[src/rtl/wb_bus_decoder_pkg.sv]
// Shared Wishbone widths, default memory map and decoder state encoding.
// The ROM base doubles as the cpu reset PC, so both must move together.
package wb_bus_decoder_pkg;

  localparam int DAT_WIDTH = 64;
  localparam int ADR_WIDTH = 64;
  localparam int SEL_WIDTH = 8;

  // Boot ROM: 1 MiB window at the reset PC
  localparam logic [ADR_WIDTH-1:0] ROM_BASE = 64'h0000_8000_0000_0000;
  localparam logic [ADR_WIDTH-1:0] ROM_MASK = 64'hFFFF_FFFF_FFF0_0000;
  // RAM: 16 MiB at address zero
  localparam logic [ADR_WIDTH-1:0] RAM_BASE = 64'h0000_0000_0000_0000;
  localparam logic [ADR_WIDTH-1:0] RAM_MASK = 64'hFFFF_FFFF_FF00_0000;
  // IO: 64 KiB register window
  localparam logic [ADR_WIDTH-1:0] IO_BASE  = 64'h0000_4000_0000_0000;
  localparam logic [ADR_WIDTH-1:0] IO_MASK  = 64'hFFFF_FFFF_FFFF_0000;

  localparam int DEF_TIMEOUT = 16;

  // Decoder states; the encoding is visible on the debug port
  typedef enum logic [1:0] {
    ST_IDLE = 2'd0,
    ST_BUSY = 2'd1,
    ST_GAP  = 2'd2
  } state_t;

endpackage

[src/rtl/wb_addr_match.sv]
// Combinational address decode for three slaves. Lower slave index wins when
// windows overlap; o_sel is one-hot (or zero together with o_no_match).
module wb_addr_match
  import wb_bus_decoder_pkg::*;
(
  input  logic [ADR_WIDTH-1:0] i_adr,
  input  logic [ADR_WIDTH-1:0] i_s0_base,
  input  logic [ADR_WIDTH-1:0] i_s0_mask,
  input  logic [ADR_WIDTH-1:0] i_s1_base,
  input  logic [ADR_WIDTH-1:0] i_s1_mask,
  input  logic [ADR_WIDTH-1:0] i_s2_base,
  input  logic [ADR_WIDTH-1:0] i_s2_mask,
  output logic [2:0]           o_sel,
  output logic                 o_no_match
);

  logic [2:0] w_hit;

  assign w_hit[0] = ((i_adr & i_s0_mask) == i_s0_base);
  assign w_hit[1] = ((i_adr & i_s1_mask) == i_s1_base);
  assign w_hit[2] = ((i_adr & i_s2_mask) == i_s2_base);

  // Priority s0 > s1 > s2 reduced to a one-hot select
  always_comb begin
    o_sel = 3'b000;
    if (w_hit[0])      o_sel = 3'b001;
    else if (w_hit[1]) o_sel = 3'b010;
    else if (w_hit[2]) o_sel = 3'b100;
  end

  assign o_no_match = ~|w_hit;

endmodule

[src/rtl/wb_bus_decoder.sv]
// Wishbone shared-bus decoder between the cpu master port and ROM/RAM/IO.
//
// Handshake: the master request is valid when m_cyc_i & m_stb_i are high in
// IDLE; it is accepted on that edge (the fields are latched, the master need
// not hold them). Exactly one registered one-cycle m_ack_o or m_err_o answers
// each accepted request, except when the master drops m_cyc_i while BUSY,
// which aborts silently. On the slave side the decoder holds sN_cyc_o/sN_stb_o
// and the latched fields steady until the slave answers with sN_ack_i or
// sN_err_i (err wins), or until TIMEOUT cycles pass.
//
// Timing: request seen at edge 0 -> BUSY; slave strobe raised at edge 1;
// a slave response sampled at edge k produces m_ack_o/m_err_o after edge k.
// Every response is followed by one GAP cycle so a held strobe is never
// mistaken for a second request.
module wb_bus_decoder
  import wb_bus_decoder_pkg::*;
#(
  parameter logic [ADR_WIDTH-1:0] S0_BASE = ROM_BASE,
  parameter logic [ADR_WIDTH-1:0] S0_MASK = ROM_MASK,
  parameter logic [ADR_WIDTH-1:0] S1_BASE = RAM_BASE,
  parameter logic [ADR_WIDTH-1:0] S1_MASK = RAM_MASK,
  parameter logic [ADR_WIDTH-1:0] S2_BASE = IO_BASE,
  parameter logic [ADR_WIDTH-1:0] S2_MASK = IO_MASK,
  parameter int                   TIMEOUT = DEF_TIMEOUT
)(
  input  logic                 clk_i,
  input  logic                 rst_i,
  // master port
  input  logic                 m_cyc_i,
  input  logic                 m_stb_i,
  input  logic                 m_we_i,
  input  logic [SEL_WIDTH-1:0] m_sel_i,
  input  logic [ADR_WIDTH-1:0] m_adr_i,
  input  logic [DAT_WIDTH-1:0] m_dat_i,
  output logic [DAT_WIDTH-1:0] m_dat_o,
  output logic                 m_ack_o,
  output logic                 m_err_o,
  // slave 0 (boot ROM)
  output logic                 s0_cyc_o,
  output logic                 s0_stb_o,
  output logic                 s0_we_o,
  output logic [SEL_WIDTH-1:0] s0_sel_o,
  output logic [ADR_WIDTH-1:0] s0_adr_o,
  output logic [DAT_WIDTH-1:0] s0_dat_o,
  input  logic [DAT_WIDTH-1:0] s0_dat_i,
  input  logic                 s0_ack_i,
  input  logic                 s0_err_i,
  // slave 1 (RAM)
  output logic                 s1_cyc_o,
  output logic                 s1_stb_o,
  output logic                 s1_we_o,
  output logic [SEL_WIDTH-1:0] s1_sel_o,
  output logic [ADR_WIDTH-1:0] s1_adr_o,
  output logic [DAT_WIDTH-1:0] s1_dat_o,
  input  logic [DAT_WIDTH-1:0] s1_dat_i,
  input  logic                 s1_ack_i,
  input  logic                 s1_err_i,
  // slave 2 (IO)
  output logic                 s2_cyc_o,
  output logic                 s2_stb_o,
  output logic                 s2_we_o,
  output logic [SEL_WIDTH-1:0] s2_sel_o,
  output logic [ADR_WIDTH-1:0] s2_adr_o,
  output logic [DAT_WIDTH-1:0] s2_dat_o,
  input  logic [DAT_WIDTH-1:0] s2_dat_i,
  input  logic                 s2_ack_i,
  input  logic                 s2_err_i,
  // debug: current FSM state (0 IDLE, 1 BUSY, 2 GAP)
  output logic [1:0]           dbg_state_o
);

  localparam int CNT_W = $clog2(TIMEOUT + 1);
  localparam logic [CNT_W-1:0] CNT_LAST = CNT_W'(TIMEOUT - 1);

  state_t                 r_state;
  logic [CNT_W-1:0]       r_cnt;
  logic [2:0]             r_sel_oh;   // slave chosen for the current request
  logic [2:0]             r_cyc;      // live slave strobe, one-hot or zero
  logic                   r_we;
  logic [SEL_WIDTH-1:0]   r_sel;
  logic [ADR_WIDTH-1:0]   r_adr;
  logic [DAT_WIDTH-1:0]   r_dat;
  logic [DAT_WIDTH-1:0]   r_m_dat;
  logic                   r_m_ack;
  logic                   r_m_err;

  logic [2:0]             w_sel_oh;
  logic                   w_no_match;
  logic                   w_s_ack;
  logic                   w_s_err;
  logic [DAT_WIDTH-1:0]   w_s_dat;

  wb_addr_match u_match (
    .i_adr      (m_adr_i),
    .i_s0_base  (S0_BASE),
    .i_s0_mask  (S0_MASK),
    .i_s1_base  (S1_BASE),
    .i_s1_mask  (S1_MASK),
    .i_s2_base  (S2_BASE),
    .i_s2_mask  (S2_MASK),
    .o_sel      (w_sel_oh),
    .o_no_match (w_no_match)
  );

  // Only the strobed slave's response is heard; late answers from others are dropped
  assign w_s_ack = |(r_cyc & {s2_ack_i, s1_ack_i, s0_ack_i});
  assign w_s_err = |(r_cyc & {s2_err_i, s1_err_i, s0_err_i});

  // Read-data mux follows the latched select
  always_comb begin
    w_s_dat = '0;
    unique case (1'b1)
      r_sel_oh[0]: w_s_dat = s0_dat_i;
      r_sel_oh[1]: w_s_dat = s1_dat_i;
      r_sel_oh[2]: w_s_dat = s2_dat_i;
      default:     w_s_dat = '0;
    endcase
  end

  // Decoder FSM with registered master responses and slave strobes
  always_ff @(posedge clk_i or negedge rst_i) begin
    if (!rst_i) begin
      r_state  <= ST_IDLE;
      r_cnt    <= '0;
      r_sel_oh <= 3'b000;
      r_cyc    <= 3'b000;
      r_we     <= 1'b0;
      r_sel    <= '0;
      r_adr    <= '0;
      r_dat    <= '0;
      r_m_dat  <= '0;
      r_m_ack  <= 1'b0;
      r_m_err  <= 1'b0;
    end else begin
      r_m_ack <= 1'b0;
      r_m_err <= 1'b0;
      unique case (r_state)
        ST_IDLE: begin
          if (m_cyc_i && m_stb_i) begin
            r_adr <= m_adr_i;
            r_sel <= m_sel_i;
            r_we  <= m_we_i;
            r_dat <= m_dat_i;
            if (w_no_match) begin
              r_m_err <= 1'b1;
              r_state <= ST_GAP;
            end else begin
              r_sel_oh <= w_sel_oh;
              r_cnt    <= '0;
              r_state  <= ST_BUSY;
            end
          end
        end
        ST_BUSY: begin
          if (!m_cyc_i) begin
            // master gave up: withdraw silently
            r_cyc   <= 3'b000;
            r_state <= ST_GAP;
          end else if (r_cyc == 3'b000) begin
            // first BUSY edge launches the slave strobe
            r_cyc <= r_sel_oh;
          end else if (w_s_err) begin
            r_m_err <= 1'b1;
            r_cyc   <= 3'b000;
            r_state <= ST_GAP;
          end else if (w_s_ack) begin
            r_m_ack <= 1'b1;
            r_m_dat <= w_s_dat;
            r_cyc   <= 3'b000;
            r_state <= ST_GAP;
          end else if (r_cnt == CNT_LAST) begin
            r_m_err <= 1'b1;
            r_cyc   <= 3'b000;
            r_state <= ST_GAP;
          end else begin
            r_cnt <= r_cnt + CNT_W'(1);
          end
        end
        ST_GAP: begin
          r_state <= ST_IDLE;
        end
        default: begin
          r_cyc   <= 3'b000;
          r_state <= ST_IDLE;
        end
      endcase
    end
  end

  assign m_dat_o     = r_m_dat;
  assign m_ack_o     = r_m_ack;
  assign m_err_o     = r_m_err;
  assign dbg_state_o = r_state;

  assign s0_cyc_o = r_cyc[0];
  assign s0_stb_o = r_cyc[0];
  assign s0_we_o  = r_we & r_cyc[0];
  assign s0_sel_o = r_sel;
  assign s0_adr_o = r_adr;
  assign s0_dat_o = r_dat;

  assign s1_cyc_o = r_cyc[1];
  assign s1_stb_o = r_cyc[1];
  assign s1_we_o  = r_we & r_cyc[1];
  assign s1_sel_o = r_sel;
  assign s1_adr_o = r_adr;
  assign s1_dat_o = r_dat;

  assign s2_cyc_o = r_cyc[2];
  assign s2_stb_o = r_cyc[2];
  assign s2_we_o  = r_we & r_cyc[2];
  assign s2_sel_o = r_sel;
  assign s2_adr_o = r_adr;
  assign s2_dat_o = r_dat;

endmodule

[config.mk]
export PLATFORM = sky130hd
export DESIGN_NAME = wb_bus_decoder
export DESIGN_NICKNAME = d
export VERILOG_FILES = /design/src/rtl/wb_bus_decoder_pkg.sv /design/src/rtl/wb_addr_match.sv /design/src/rtl/wb_bus_decoder.sv
export SDC_FILE = /design/constraint.sdc
export NUM_CORES = 1
export LEC_CHECK = 0
export CAP_MARGIN = 20
export CORE_AREA = 3 3 318 320
export CTS_BUF_LIST = sky130_fd_sc_hd__clkbuf_4 sky130_fd_sc_hd__clkbuf_8 sky130_fd_sc_hd__clkbuf_16
export CTS_CLUSTER_SIZE = 10
export DETAILED_ROUTE_END_ITERATION = 8
export DIE_AREA = 0 0 321 323
export GPL_TIMING_DRIVEN = 1
export HOLD_SLACK_MARGIN = 0.15
export PLACE_DENSITY = 0.38
export REMOVE_ABC_BUFFERS = 1
export SLEW_MARGIN = 20
export SYNTH_ARGS = -nofsm -noshare
export SYNTH_HDL_FRONTEND = slang
export SYNTH_HIERARCHICAL = 1
export SYNTH_SLANG_ARGS = --single-unit
[constraint.sdc]
create_clock -name clk_i -period 3.45 [get_ports clk_i]
set_input_delay 0.5175 -clock clk_i [delete_from_list [all_inputs] [get_ports clk_i]]
set_output_delay 0.5175 -clock clk_i [all_outputs]
set_load 0.03 [all_outputs]
==> flow_summary_export.csv, run 1 <==
group,metric,value,unit
setup_path,cp_slowest_cell,"nor4_1",
placement,numPlacedInstances,3586,
timing,fin_crit_sh,87.5,%
flow_run,drv_cap,0,
cells_and_area,stdcell_area,24100,um^2
floorplan,die_x,321,um
global_route,overflow,0,
setup_path,cp_top_family,"simple AND/OR/NAND/NOR gates",
routing,drcViolationCount,0,
power,cellLeakagePower,0.00981,uW
clocking,hold_buffers,1,
global_route,busiest_layer,"met2",
global_route,grt_util_met3,3.48,%
routing,dr.pass1.iters,9,
logic_synthesis,synth-edff-count,0,
setup_path,cp-start-kind,"input port",
clocking,cts_sinks,216,
setup_path,worstPathRequired,3.94,ns
logic_synthesis,syn_area,13700,um^2
floorplan,top_level_ports,824,
cells_and_area,final_common_cell,"clkdlybuf4s50_1",
clocking,cts_buffers,31,
clocking,cts_setup_buffers,0,
timing,grt_setup_unrepaired,"false",
routing,wire_per_inst,18.7,um
logic_synthesis,ys_warn_count,6,
setup_path,cp_common_cell,"nor4_1",
logic_synthesis,synth.yosys.seq_area_share,39.5,%
clocking,worst_skew_pair.late_latency,0.60,ns
cells_and_area,fillCellCount,10700,
setup_path,cp.arrival,3.51,ns
global_route,grt_pass1_vias,13400,
cells_and_area,fin_nets,2674,
timing,tightest_slew,0.806,ns
power,power,11500,uW
global_route,grt_pass1_wl,95400,um
cells_and_area,final_layout_size_suffix_gt1_share,10.4,%
logic_synthesis,avgSynthCellArea,9.92,um^2
routing,routed-via-count,12600,
global_route,grt_use_met2,22.4,%
global_route,use_met1,15.1,%
setup_path,crit_buf_inv,2,
worst_hold_path,holdCritPathClass,"reg2reg",
clocking,path_clk_slew,0.05,ns
global_route,antenna_found_initial,10,
logic_synthesis,synthCells,1380,
routing,drtAntennaViolNets,0,
logic_synthesis,synth_flop_cell,"dfrtp_1",
clocking,clock_path_buffers,3,
timing,period_needed,3.02,ns
placement,globalplace.congestion,0.830,
clocking,cts_root_buffer,"clkbuf_16",
setup_path,crit_type,"in2reg",
routing,drt_iter0_markers,757,
timing,fin_skew,0.0113,ns
floorplan,std_cell_rows,115,
logic_synthesis,synth_seq_cells,216,
clocking,cts_tree,"built",
setup_path,cp-end-kind,"flop",
global_route,grt_usage,12.5,%
power,powerDensity,476,nW/um^2
placement,io_buffers,823,
timing,hold_violations,0,
floorplan,die_h,323,um
global_route,grt_max_degree,130,
routing,drt-total-wl,68100,um
timing,max_slew_margin,45.8,%
timing,timing.fmax,331,MHz
cells_and_area,final_cells,3644,
floorplan,core_area,98400,um^2
status,status,"finished clean",
setup_path,cpPeakStageDelay,0.67,ns
clocking,cts_resized,0,
floorplan,die_area,104000,um^2
floorplan,initial_utilization,13.9,%
setup_path,cp_cell_sequence,"clkdlybuf4s50_1, nand2_1, xnor2_1, nor4_1, nand4_1, nor4_1, nor3_1, nor2b_1, a21oi_1, buf_4, a21o_1",
power,peakVddDrop,0.334,mV
cells_and_area,layout_common_cells,"clkdlybuf4s50_1, conb_1, dfrtp_1",
clocking,h-tree-depth,1,
timing,slew_viol_final,0,
timing,setup_viol,0,
placement,dp_hpwl,56100,um
placement,placed_cell_area,23100,um^2
logic_synthesis,synthDistinctLibCells,40,
routing,viasPerCell,3.45,
logic_synthesis,ys_async_sr_fraction,100,%
cells_and_area,syn_to_final_growth,76.3,%
setup_path,worst-path-max-fanout,4,
state kept, by name (all words and copies together), names as in the netlist:
signal	cells
dbg_state_o	2
m_ack_o	1
r_we	1
r_sel_oh	3
s0_sel_o	8
r_cyc	3
r_cnt	5
m_err_o	1
s0_dat_o	64
s0_adr_o	64
m_dat_o	64
power by group:
part	internal (uW)	switching [uW]
sequential	2820	474
combinational	2180	2710
clock	2020	1280
total	7020	4460
worst paths after layout:
path	depth (start not counted)	startpoint	end	slack, ns
max in group asynchronous	3	rst_i	s0_dat_o[8]$_DFFE_PN0P_	2.12
max	11	m_adr_i[29]	r_cnt[0]$_DFFE_PN0P_	0.43
max reg2reg	6	r_cyc[0]$_DFFE_PN0P_	m_dat_o[18]$_DFFE_PN0P_	1.24
min	1	r_cnt[4]$_DFFE_PN0P_	r_cnt[4]$_DFFE_PN0P_	0.49
min in group asynchronous	2	rst_i	m_dat_o[0]$_DFFE_PN0P_	0.51
min reg2reg	1	r_cnt[4]$_DFFE_PN0P_	r_cnt[4]$_DFFE_PN0P_	0.49
routing by layer:
layer  up-vias  wire [um]
met5         -         13
met4         2       1280
met1      5968      27400
li1       6031          -
met2       494      34500
met3        61       4920
metrics by stage:
stage / hold slack [ns] / utilization, % / TNS (ns) / setup WS [ns]
floorplan: 0.222 / - / -381.38 / -3.45
global placement: 0.478 / 23.4 / -1.01 / -0.136
detailed placement: 0.481 / 23.4 / -1.21 / -0.169
CTS: 0.464 / 24.5 / 0 / 0.457
global route: 0.476 / 24.5 / 0 / 0.321
finish: 0.490 / 24.5 / 0 / 0.430
area by class of cell:
cell class	instances	area (um^2)	area share [%]
clock inverters	13	165	0.684
well taps	1287	1610	6.67
diodes	2	5.00	0.0207
inverters	2	7.51	0.0311
repair buffers	863	8620	35.7
flip-flops and latches	216	5410	22.4
clock buffers	42	890	3.68
multi-input cells	1219	7440	30.8
cells by family after synthesis:
logic type | share of synthesized area [%]
adders and majority gates | 0.183
AOI/OAI and AO/OA | 7.85
muxes | 11.4
buffers and inverters | 16.8
xor gates and xnor gates | 12.3
DFF | 39.5
other | 0.0548
and+or+nand+nor | 12.0
synthesized netlist by cell type (3+ instances only):
cell	instances	area, um^2
a21oi_1	66	330
nand2_1	200	751
clkbuf_1	22	82.6
nand3b_1	3	22.5
a22o_1	4	35.0
buf_4	276	2070
nand4_1	12	75.1
a222oi_1	66	661
nor4_1	48	300
buf_2	25	125
mux2_2	137	1540
dfrtp_1	216	5410
and2_1	3	18.8
nor2_1	68	255
xnor2_1	192	1680
nor3_1	3	15.0
nand2_2	3	18.8
Note: power is estimated with default switching activity, not from simulation.
==> run 2, diff against run 1 <==
CORE_AREA = 2 2 317 319   (was 3 3 318 320)
DIE_AREA = 0 0 319 321   (was 0 0 321 323)
==> run 2 against run 1 <==
  * The run now ends with DRC left
  * Critical path depth decreased by 1
  * Flip-flop and latch count unchanged
  * Largest power group unchanged
  * Routed wire length decreased by 2.7%
  * Cell area increased by 0.17%
  * First-iteration DRC count increased by 7.4%
  * Clock skew increased by 0.0024 ns
  * Sequential share of layout area about the same
  * Cell count increased by 0.60%
  * Critical path type unchanged
  * Non-clock buffer count increased by 7
  * Register-to-register slack got worse by 0.02 ns
  * Maximum frequency increased by 2.8%
==> flow_summary_export.csv, run 2 (synthesis results as in run 1) <==
group,metric,value,unit
routing,drt-total-wl,66300,um
timing,grt_setup_unrepaired,"false",
clocking,cts_root_buffer,"clkbuf_16",
floorplan,initial_utilization,13.8,%
clocking,worst_skew_pair.late_latency,0.58,ns
timing,setup_viol,0,
timing,period_needed,2.94,ns
worst_hold_path,holdCritPathClass,"reg2reg",
placement,placed_cell_area,23100,um^2
global_route,grt_pass1_vias,13100,
setup_path,cp-start-kind,"input port",
power,powerDensity,472,nW/um^2
global_route,grt_max_degree,130,
clocking,cts_tree,"built",
floorplan,std_cell_rows,116,
global_route,overflow,0,
placement,dp_hpwl,54200,um
clocking,cts_buffers,30,
power,cellLeakagePower,0.00983,uW
clocking,h-tree-depth,1,
timing,max_slew_margin,37.0,%
clocking,clock_path_buffers,3,
placement,io_buffers,823,
cells_and_area,syn_to_final_growth,76.6,%
routing,drcViolationCount,14,
floorplan,die_h,321,um
status,violations,"DRC",
cells_and_area,fin_util,24.4,%
cells_and_area,layout_common_cells,"clkdlybuf4s50_1, conb_1, dfrtp_1",
setup_path,cp.arrival,3.40,ns
routing,viasPerCell,3.42,
routing,drtAntennaViolNets,0,
routing,dr.pass1.iters,9,
clocking,cts_sinks,216,
setup_path,worst-path-max-fanout,5,
timing,fin_skew,0.0136,ns
timing,hold_violations,0,
routing,drt_iter0_markers,813,
status,status,"complete, but fails checks",
setup_path,crit_type,"in2reg",
cells_and_area,final_layout_size_suffix_gt1_share,10.7,%
global_route,grt_pass1_wl,93100,um
timing,timing.fmax,340,MHz
floorplan,top_level_ports,824,
floorplan,die_area,102000,um^2
clocking,path_clk_slew,0.06,ns
floorplan,core_area,99300,um^2
routing,routed-via-count,12500,
floorplan,die_x,319,um
global_route,antenna_found_initial,9,
cells_and_area,final_common_cell,"clkdlybuf4s50_1",
cells_and_area,stdcell_area,24200,um^2
power,peakVddDrop,0.364,mV
routing,wire_per_inst,18.1,um
timing,fin_crit_sh,85.2,%
global_route,grt_usage,12.4,%
cells_and_area,fin_nets,2680,
setup_path,worstPathRequired,3.91,ns
timing,slew_viol_final,0,
timing,tightest_slew,0.946,ns
flow_run,drv_cap,0,
setup_path,cp-end-kind,"flop",
placement,globalplace.congestion,0.881,
## run 2: changes by cell type in the layout (fill, tap and decap cells not counted), sizes merged
| cell | before | now |
|---|---|---|
| buf | 40 | 47 |
| clkbuf | 42 | 44 |
| diode | 2 | 6 |
| inv | 4 | 2 |
## run 2: stage by stage
| stage | std cells | worst slack, ns | power, uW | TNS (ns) | hold WS (ns) |
|---|---|---|---|---|---|
| final | 3666 | 0.512 | 11400 | 0 | 0.526 |
| after detailed placement | 3604 | -0.187 | 8220 | -0.483 | 0.518 |
| after global placement | 3604 | -0.110 | 8240 | -0.463 | 0.475 |
| after global routing | 3661 | 0.365 | 12000 | 0 | 0.491 |
| after CTS | 3660 | 0.473 | 11600 | 0 | 0.480 |
| after floorplan | 1437 | -3.45 | 5570 | -381.38 | 0.222 |
## run 2: what timing repair did
item	in CTS	in global routing
resized for setup	0	0
hold endpoints to repair	91	0
endpoints found under the setup margin	0	0
hold buffers	1	0
setup buffers	0	0
## run 2: layout make-up
class | count | area (um^2)
Fill cell | 10600 | 75100
Timing Repair Buffer | 870 | 8660
Multi-Input combinational cell | 1219 | 7440
Sequential cell | 216 | 5410
Tap cell | 1298 | 1620
Clock buffer | 44 | 887
Clock inverter | 11 | 144
Antenna cell | 6 | 15.0
Inverter | 2 | 7.51
## run 2: path summary, 6_finish.rpt
kind                                         start                        to  slack, ns  depth (start not counted)
max                                    m_adr_i[25]      r_cnt[4]$_DFFE_PN0P_       0.51                         10
min                        m_dat_o[37]$_DFFE_PN0P_   m_dat_o[37]$_DFFE_PN0P_       0.53                          2
max reg2reg                   r_cyc[0]$_DFFE_PN0P_   m_dat_o[60]$_DFFE_PN0P_       1.22                          6
min reg2reg                m_dat_o[37]$_DFFE_PN0P_   m_dat_o[37]$_DFFE_PN0P_       0.53                          2
max in group asynchronous                    rst_i  s0_adr_o[56]$_DFFE_PN0P_       2.01                          3
min in group asynchronous                    rst_i   m_dat_o[25]$_DFFE_PN0P_       0.58                          2
## run 2: report_power, final
group	leakage (uW)	internal, uW	total (uW)	switching, uW
registers	0.00270	2820	3290	464
logic	0.00661	2180	4870	2690
clock network	0.000520	2000	3250	1260
total	0.00983	7000	11400	4420
## run 2: routing by layer
metal	GRT usage, %	routed length [um]	up-vias	part of all wire [%]
li1	-	-	6065	-
met1	15.1	27100	5914	41
met2	21.6	33000	484	50
met3	3.48	4940	57	7.4
met4	2.75	1280	2	1.9
met5	0	12	-	0.018
## run 2: critical path, stage by stage
cell             delay [ns]
clkdlybuf4s50_1        0.55
nand2_1                0.15
xnor2_1                0.07
nor4_1                 0.64
nand4_1                0.29
nor4_4                 0.35
nor3_1                 0.16
nor2b_1                0.17
a21oi_1                0.13
mux2_1                 0.37
